### src/rtl/expr_sweep_pkg.sv
// expr_sweep_pkg: shared types, sizes and golden model for the expression sweep.
//   sweep_state_t : controller states
//   NUM_VEC/VEC_W : number and width of the driven input vectors {a,b,c}
//   OBS_W         : width of the observed output word {y4,y3,y2,y1}
//   golden_y()    : reference value of the expression block for one vector
package expr_sweep_pkg;

  localparam int NUM_VEC = 8;
  localparam int VEC_W   = 3;
  localparam int OBS_W   = 4;

  typedef enum logic [1:0] {
    IDLE,
    SETTLE,
    SAMPLE,
    DONE
  } sweep_state_t;

  // vec = {a,b,c}; result = {y4,y3,y2,y1}
  function automatic logic [OBS_W-1:0] golden_y(input logic [VEC_W-1:0] vec);
    logic a, b, c;
    a = vec[2];
    b = vec[1];
    c = vec[0];
    return {(a | b) & c, a | (b & c), a & c, a | b};
  endfunction

endpackage

### src/rtl/expr_sweep_ctrl_if.sv
// expr_sweep_ctrl_if: record stream from the sweep controller to its consumer.
//   rec_valid : record available (driven by master)
//   rec_ready : consumer accepts record (driven by slave)
//   rec_vec   : vector the record belongs to
//   rec_obs   : observed outputs captured for rec_vec
//   rec_err   : rec_obs differs from the golden value of rec_vec
interface expr_sweep_ctrl_if;
  import expr_sweep_pkg::*;

  logic             rec_valid;
  logic             rec_ready;
  logic [VEC_W-1:0] rec_vec;
  logic [OBS_W-1:0] rec_obs;
  logic             rec_err;

  modport master (
    output rec_valid, rec_vec, rec_obs, rec_err,
    input  rec_ready
  );

  modport slave (
    input  rec_valid, rec_vec, rec_obs, rec_err,
    output rec_ready
  );

endinterface

### src/rtl/expr_golden.sv
// expr_golden: combinational reference model of the expression block.
//   vec : input vector {a,b,c}
//   y   : expected outputs {y4,y3,y2,y1}
module expr_golden
  import expr_sweep_pkg::*;
(
  input  logic [VEC_W-1:0] vec,
  output logic [OBS_W-1:0] y
);

  assign y = golden_y(vec);

endmodule

### src/rtl/expr_sweep_ctrl.sv
// expr_sweep_ctrl: exhaustive sweep sequencer for the 3-input expression block.
// Drives each of the 8 vectors, waits SETTLE_CYCLES, samples obs_y, compares
// against the golden model and streams one record per vector.
//   clk, rst     : clock and synchronous active-high reset
//   start        : sweep request pulse, ignored unless idle
//   busy, done   : sweep in progress / one-cycle end-of-sweep pulse
//   drv_vec      : driven {a,b,c}
//   obs_y        : observed {y4,y3,y2,y1}
//   err_cnt      : saturating mismatch count of the current or last sweep
//   rec          : record stream (master side)
// Build option: STOP_ON_MISMATCH_EN ends the sweep on the first mismatching record.
//
// state  | meaning
// IDLE   | waiting for start
// SETTLE | drv_vec applied, counting settle cycles
// SAMPLE | record presented, waiting for rec_ready
// DONE   | one-cycle done pulse
module expr_sweep_ctrl
  import expr_sweep_pkg::*;
#(
  parameter int SETTLE_CYCLES = 2,
  parameter int ERR_W         = 4
) (
  input  logic                clk,
  input  logic                rst,
  input  logic                start,
  output logic                busy,
  output logic                done,
  output logic [VEC_W-1:0]    drv_vec,
  input  logic [OBS_W-1:0]    obs_y,
  output logic [ERR_W-1:0]    err_cnt,
  expr_sweep_ctrl_if.master   rec
);

  localparam logic [3:0] SC_LAST = 4'(SETTLE_CYCLES - 1);

  sweep_state_t     state, state_nxt;
  logic [3:0]       sc;
  logic [VEC_W-1:0] rec_vec_q;
  logic [OBS_W-1:0] rec_obs_q;
  logic             rec_err_q;
  logic [OBS_W-1:0] gold_y;
  logic             accept;
  logic             stop_now;

  expr_golden u_golden (
    .vec (drv_vec),
    .y   (gold_y)
  );

  assign accept = (state == SAMPLE) && rec.rec_ready;

`ifdef STOP_ON_MISMATCH_EN
  assign stop_now = (rec_vec_q == VEC_W'(NUM_VEC - 1)) || rec_err_q;
`else
  assign stop_now = (rec_vec_q == VEC_W'(NUM_VEC - 1));
`endif

  always_ff @(posedge clk) begin
    if (rst) state <= IDLE;
    else     state <= state_nxt;
  end

  always_comb begin
    state_nxt = state;
    case (state)
      IDLE:    if (start) state_nxt = SETTLE;
      SETTLE:  if (sc == SC_LAST) state_nxt = SAMPLE;
      SAMPLE:  if (accept) state_nxt = stop_now ? DONE : SETTLE;
      DONE:    state_nxt = IDLE;
      default: state_nxt = IDLE;
    endcase
  end

  always_ff @(posedge clk) begin
    if (rst) begin
      drv_vec   <= '0;
      sc        <= '0;
      err_cnt   <= '0;
      rec_vec_q <= '0;
      rec_obs_q <= '0;
      rec_err_q <= 1'b0;
    end else begin
      case (state)
        IDLE: begin
          if (start) begin
            drv_vec <= '0;
            sc      <= '0;
            err_cnt <= '0;
          end
        end
        SETTLE: begin
          sc <= sc + 4'd1;
          if (sc == SC_LAST) begin
            rec_obs_q <= obs_y;
            rec_vec_q <= drv_vec;
            rec_err_q <= (obs_y != gold_y);
          end
        end
        SAMPLE: begin
          if (accept) begin
            if (rec_err_q && (err_cnt != '1)) err_cnt <= err_cnt + ERR_W'(1);
            // On the final (or stopping) record drv_vec keeps its value.
            if (!stop_now) begin
              drv_vec <= drv_vec + VEC_W'(1);
              sc      <= '0;
            end
          end
        end
        default: ;
      endcase
    end
  end

  assign busy          = (state == SETTLE) || (state == SAMPLE);
  assign done          = (state == DONE);
  assign rec.rec_valid = (state == SAMPLE);
  assign rec.rec_vec   = rec_vec_q;
  assign rec.rec_obs   = rec_obs_q;
  assign rec.rec_err   = rec_err_q;

endmodule

### src/flat_wrapper.sv
// flat-port wrapper written by rule: the top's interface ports become plain ports
module expr_sweep_ctrl_flat import expr_sweep_pkg::*;
#(
  parameter int SETTLE_CYCLES = 2,
  parameter int ERR_W         = 4
)
  (clk, rst, start, busy, done, drv_vec, obs_y, err_cnt, rec_rec_valid, rec_rec_vec, rec_rec_obs, rec_rec_err, rec_rec_ready);
  expr_sweep_ctrl_if rec_i ();
  input  logic clk;
  input  logic rst;
  input  logic start;
  output logic busy;
  output logic done;
  output logic [VEC_W-1:0] drv_vec;
  input  logic [OBS_W-1:0] obs_y;
  output logic [ERR_W-1:0] err_cnt;
  output wire logic [$bits(rec_i.rec_valid)-1:0] rec_rec_valid;
  output wire logic [$bits(rec_i.rec_vec)-1:0] rec_rec_vec;
  output wire logic [$bits(rec_i.rec_obs)-1:0] rec_rec_obs;
  output wire logic [$bits(rec_i.rec_err)-1:0] rec_rec_err;
  input wire logic [$bits(rec_i.rec_ready)-1:0] rec_rec_ready;
  assign rec_rec_valid = rec_i.rec_valid;
  assign rec_rec_vec = rec_i.rec_vec;
  assign rec_rec_obs = rec_i.rec_obs;
  assign rec_rec_err = rec_i.rec_err;
  assign rec_i.rec_ready = rec_rec_ready;
  expr_sweep_ctrl #(.SETTLE_CYCLES(SETTLE_CYCLES), .ERR_W(ERR_W)) u_core (.clk(clk), .rst(rst), .start(start), .busy(busy), .done(done), .drv_vec(drv_vec), .obs_y(obs_y), .err_cnt(err_cnt), .rec(rec_i));
endmodule
### config.mk
export PLATFORM = sky130hd
export DESIGN_NAME = expr_sweep_ctrl_flat
export DESIGN_NICKNAME = d
export VERILOG_FILES = /design/src/rtl/expr_sweep_pkg.sv /design/src/rtl/expr_sweep_ctrl_if.sv /design/src/rtl/expr_golden.sv /design/src/rtl/expr_sweep_ctrl.sv /design/src/flat_wrapper.sv
export SDC_FILE = /design/constraint.sdc
export NUM_CORES = 1
export LEC_CHECK = 0
export BUFFER_PORTS_ARGS = -buffer_cell sky130_fd_sc_hd__buf_2
export CORE_UTILIZATION = 52
export DETAILED_ROUTE_END_ITERATION = 8
export PLACE_DENSITY_LB_ADDON = 0.12
export SYNTH_ARGS = -nofsm -noshare
export SYNTH_HDL_FRONTEND = slang
export SYNTH_SLANG_ARGS = --single-unit
### constraint.sdc
create_clock -name clk -period 2.34 [get_ports clk]
set_input_delay 0.468 -clock clk [delete_from_list [all_inputs] [get_ports clk]]
set_output_delay 0.468 -clock clk [all_outputs]
set_load 0.01 [all_outputs]
# Yosys cells after proc, flatten, opt, wreduce, memory -nomap -nowiden

Cells that the tools add are included.

$add $sub $neg: 3
Eq/ne operators: 12
Multiplexer cells: 16
Bitwise logic cells: 5
Reductions and logical operators: 11

Operators with widths:

| kind                                                            | number |
|---|---|
| 4-bit 2-to-1 mux                                                | 5 |
| 4-bit case mux with 3 select lines                              | 1 |
| 4-bit AND reduction                                             | 3 |
| 3-bit 2-to-1 mux                                                | 3 |
| 4-bit by 1-bit adder with 4-bit output, second input constant   | 2 |
| 2-bit 2-to-1 mux                                                | 4 |
| 2-bit case mux with 4 select lines                              | 1 |
| 4-bit case mux with 2 select lines                              | 1 |
| 2-bit by 1-bit != test with 1-bit output, second input constant | 3 |
| 3-bit case mux with 2 select lines                              | 1 |
| 2-bit == test, second input constant                            | 2 |
| 4-bit by 1-bit == test with 1-bit output, second input constant | 1 |
| 2-bit != test, second input constant                            | 2 |
| 4-bit != test                                                   | 1 |
| 4-bit != test, second input constant                            | 1 |
| 3-bit by 1-bit adder with 3-bit output, second input constant   | 1 |
| 1-bit AND                                                       | 3 |
| 3-bit == test, second input constant                            | 1 |
| 3-bit AND reduction                                             | 1 |
| 3-bit nonzero test                                              | 1 |
| 2-bit by 1-bit == test with 1-bit output, second input constant | 1 |
| 1-bit logical AND                                               | 2 |
| 2-bit logical NOT                                               | 1 |
| 1-bit bitwise OR                                                | 2 |
| 3 further kinds                                                 | 3 |

Register bits: 21
Bits of input ports: 8
Output and inout bits: 18
Word-level logic and storage cells: 54

# Longest topological paths before layout

Word-level depth: 5
Depth in mapped cells: 7
Mapped depth without buffers: 6

# Cells and area by module

From an unflattened synthesis, not the netlist that was laid out.

Cell total of the unflattened synthesis: 136
Area total of the unflattened synthesis: 1,157.4 sq um

Modules (own cells, without submodules):

| module          | instances | cells each | area each (sq um) | seq. area each (sq um) |
|---|---|---|---|---|
| expr_sweep_ctrl | 1         | 132        | 1,127.3           | 420.4 |
| expr_golden     | 1         | 4          | 30.0              | 0.0 |

# Worst setup path before layout

Ideal clock, no wire load.

Path type: reg2reg
From: register u_core.state[0]
To: register u_core.sc[3]
Setup time: 71 ps
Arrival: 2,126 ps
Required time: 2,269 ps
Slack: 144 ps
Stages on the path, launching flop included: 8
Path buffers: 1
Period minus slack after synthesis: 2,196 ps
Cell sequence: dfxtp_1 inv_1 ha_1 nor2b_4 or4_1 buf_2 or4_1 a21oi_1

Cells in the longest elaborated chain, start to end: 4
Elaborated cells on any way between the ends: 10
Those cells by class: eq/ne (5); mux (1); reduce/logical (4)

Ends and longest elaborated chain:

| item                                               | RTL line              | text |
|---|---|---|
| start: declaration                                 | expr_sweep_ctrl.sv:37 | `sweep_state_t state, state_nxt;` |
| start signal: assignment                           | expr_sweep_ctrl.sv:61 | `else state <= state_nxt;` |
| 2-bit == test (*)                                  | -                     |  |
| named net rec_rec_valid                            | flat_wrapper.sv:17    | `output wire logic [$bits(rec_i.rec_valid)-1:0] rec_rec_valid;` |
| 1-bit logical AND                                  | expr_sweep_ctrl.sv:51 | `assign accept = (state == SAMPLE) && rec.rec_ready;` |
| 2-bit by 1-bit != test with 1-bit output (no line) | -                     |  |
| 4-bit AND reduction (no line)                      | -                     |  |
| end signal: assignment                             | expr_sweep_ctrl.sv:93 | `sc <= sc + 4'd1;` |
| end: declaration                                   | expr_sweep_ctrl.sv:38 | `logic [3:0] sc;` |

Mark *: on every way through the listed nets, which the timed path passes. The rest lies on a longest branch.
A chain may end at the register's enable or synchronous reset.

# Worst setup path in the final report

From: register u_core.state[0]
To: register u_core.sc[3]

Cells in the longest elaborated chain, start to end: 4
Elaborated cells on any way between the ends: 10
Those cells by class: eq/ne (5); mux (1); reduce/logical (4)

Ends and longest elaborated chain:

| item                                               | RTL line |
|---|---|
| 2-bit == test                                      | expr_sweep_ctrl.sv:51, expr_sweep_ctrl.sv:84 |
| 1-bit logical AND                                  | expr_sweep_ctrl.sv:51 |
| 2-bit by 1-bit != test with 1-bit output (no line) | - |
| 4-bit AND reduction (no line)                      | - |

Parallel ways exist; a longest one is shown, timed or not.

==> impl_metrics.json <==
{
  "cts_tree": "built",
  "ant_nets": 0,
  "cp.arrival_ns": 2.40,
  "ctsResizeCount": 0,
  "ios": 26,
  "die_area_um2": 2350,
  "clk_path_buf_depth": 2,
  "htree_levels": 1,
  "slew_violations": 0,
  "core_um2": 2000,
  "fin_nets": 183,
  "cts_sinks": 21,
  "fp.dieW_um": 48.5,
  "yosysMostFrequentCell": "dfxtp_1",
  "cts_root_buffer": "clkbuf_4",
  "status": "completed",
  "crit_end": "u_core.sc[3]$_SDFFE_PP0P_",
  "r2r_cells": 6,
  "wirelength_um": 2540,
  "endpoint_kind": "register",
  "hold_violations": 0,
  "vias_per_cell": 5.48,
  "io_buffers": 25,
  "power_mw": 1.16,
  "area_growth_pct": 17.3,
  "maxSlewHeadroom_pct": 61.2,
  "cp-startpoint": "u_core.state[0]$_SDFFE_PP0P_",
  "skew_ns": 0.00819,
  "start_kind": "register",
  "cts.reportedPaths.clkPinSlew_ns": 0.12,
  "synth_ff_type": "dfxtp_1",
  "num_vias": 1047,
  "ys_types": 34,
  "powerDensity_nw_per_um2": 878,
  "synthTopCellsByArea": "dfxtp_1 (37%), ha_1 (11%), a21oi_1 (7.1%)",
  "post_cts_buffers": 0,
  "path_class": "register to register",
  "hold_path_depth": 3,
  "grt_pass1_vias": 974,
  "tightest_slew_ns": 0.577,
  "r2r-end": "u_core.sc[3]$_SDFFE_PP0P_",
  "grt_use_total_pct": 24.3,
  "synth_edf_count": 0,
  "cts_hold_buf": 0,
  "wl_per_cell_um": 13.3,
  "finalCritPeriodShare_pct": 92.1,
  "rows": 16,
  "start_util_pct": 56.1,
  "period_minus_slack_ns": 2.15,
  "rsz0062_at_grt": "no",
  "drive_gt1_share_pct": 20.7,
  "cp_max_fo": 5,
  "p_leak_nw": 0.554,
  "grt_max_degree": 23,
  "async_flop_share_pct": 0,
  "min_path_type": "input port to register",
  "dp_hpwl_um": 1890,
  "reg2reg_from": "u_core.state[0]$_SDFFE_PP0P_",
  "yosysSeqAreaShare_pct": 37.5,
  "postLayoutCoreUtil_pct": 65.8,
  "syn_avg_cell_area_um2": 8.25,
  "yosysWarnings": 0,
  "syn_inst": 136,
  "netlist_area_um2": 1120,
  "synth_fp_nets": 154,
  "cp.required_ns": 2.58,
  "r2r_setup_slack_ns": 0.19,
  "drc_errors": 0,
  "drt_iter0_drc": 14,
  "numCtsBuffers": 3,
  "antenna_cells": 0,
  "yosys.area.top_type_share_pct": 37.5,
  "drtPass1Iterations": 4,
  "fmax_ghz": 0.464,
  "die_h_um": 48.5,
  "antenna_found_initial": 0,
  "grt_pass1_wl_um": 4440,
  "finalSetupTns_ns": 0,
  "worstSkewPairLatency_ns": 0.31,
  "setup_viol": 0,
  "maxCapViolCount": 0,
  "yosys-top-cells-count": "dfxtp_1 (21), nand2_1 (20), a21oi_1 (16)",
  "yosys.area.top_type": "dfxtp_1",
  "gp_congestion": 0.779,
  "ir_drop_uv": 462,
  "ys_seq_elements": 21,
  "overflow": 0
}
==> layer usage <==
layer  vias to the layer above  part of all wire, %  track usage (%)
met2                        26                   46             37.8
met5                         -                    0                0
met1                       482                   50             33.8
met4                         0                 0.67             9.80
li1                        537                    -                -
met3                         2                  3.3             3.77
==> registers in the layout, summed over array words and instances (netlist names) <==
signal              cells
u_core.rec.rec_vec      3
u_core.err_cnt          4
u_core.drv_vec          3
u_core.sc               4
u_core.rec.rec_err      1
u_core.rec.rec_obs      4
u_core.state            2
==> placed cells by master, fill, tap and decap left out, types with 2 or more instances in the layout <==
cell and count:
a21oi_1 16, a32oi_1 2, and2_1 2, buf_2 25, buf_4 4, clkbuf_4 3
dfxtp_1 21, ha_1 10, inv_1 8, nand2_1 20, nand2b_1 4, nand3_1 3
nor2_1 8, nor2b_1 2, nor3_1 4, o21ai_0 5, or3_1 3, or4_1 4
xnor2_1 3
==> layout make-up <==
| type | instances | area, µm² |
|---|---|---|
| Inverter | 8 | 30.0 |
| Sequential cell | 21 | 420 |
| Clock buffer | 4 | 26.3 |
| Fill cell | 191 | 686 |
| Timing Repair Buffer | 29 | 155 |
| Tap cell | 27 | 33.8 |
| Multi-Input combinational cell | 102 | 651 |
==> cells by family after synthesis <==
kind of cell,after synthesis,synth area share (%)
AO/OA/AOI/OAI,32,17.6
XOR/XNOR,3,2.34
adder cells (fa/ha/maj),10,11.1
buffers and inverters,13,4.57
flip-flops,21,37.5
AND/OR/NAND/NOR,57,26.9
==> stage by stage <==
step / hold slack, ns / std cells / setup slack (ns) / area [µm²]
6_report: 0.413 / 191 / 0.186 / 1320
5_1_grt: 0.404 / 191 / 0.0900 / 1320
4_1_cts: 0.408 / 191 / 0.203 / 1320
3_5_place_dp: 0.444 / 187 / 0.257 / 1290
3_3_place_gp: 0.440 / 187 / 0.310 / 1290
2_1_floorplan: 0.458 / 136 / 0.144 / 1120
==> how the worst min path moves through the flow <==
stage,from,to,slack [ns]
finish,obs_y[2],u_core.rec.rec_obs[2]$_SDFFE_PP0P_,0.41
global route,obs_y[1],u_core.rec.rec_obs[1]$_SDFFE_PP0P_,0.40
CTS,obs_y[2],u_core.rec.rec_obs[2]$_SDFFE_PP0P_,0.41
detailed placement,u_core.rec.rec_obs[2]$_SDFFE_PP0P_,u_core.rec.rec_obs[2]$_SDFFE_PP0P_,0.44
global placement,u_core.rec.rec_obs[2]$_SDFFE_PP0P_,u_core.rec.rec_obs[2]$_SDFFE_PP0P_,0.44
floorplan,u_core.sc[3]$_SDFFE_PP0P_,u_core.sc[3]$_SDFFE_PP0P_,0.46
==> worst max-delay path, cell delays in order (launching register included) <==
cell	delay [ns]
dfxtp_1	0.42
inv_1	0.10
ha_1	0.25
nor2b_1	0.18
or4_1	0.50
or4_1	0.48
a21oi_1	0.15
==> report_power, final <==
group / switching [mW] / internal (mW)
clock: 0.115 / 0.0666
combinational: 0.315 / 0.224
sequential: 0.0428 / 0.392
Note: power is estimated with default switching activity, not from simulation.
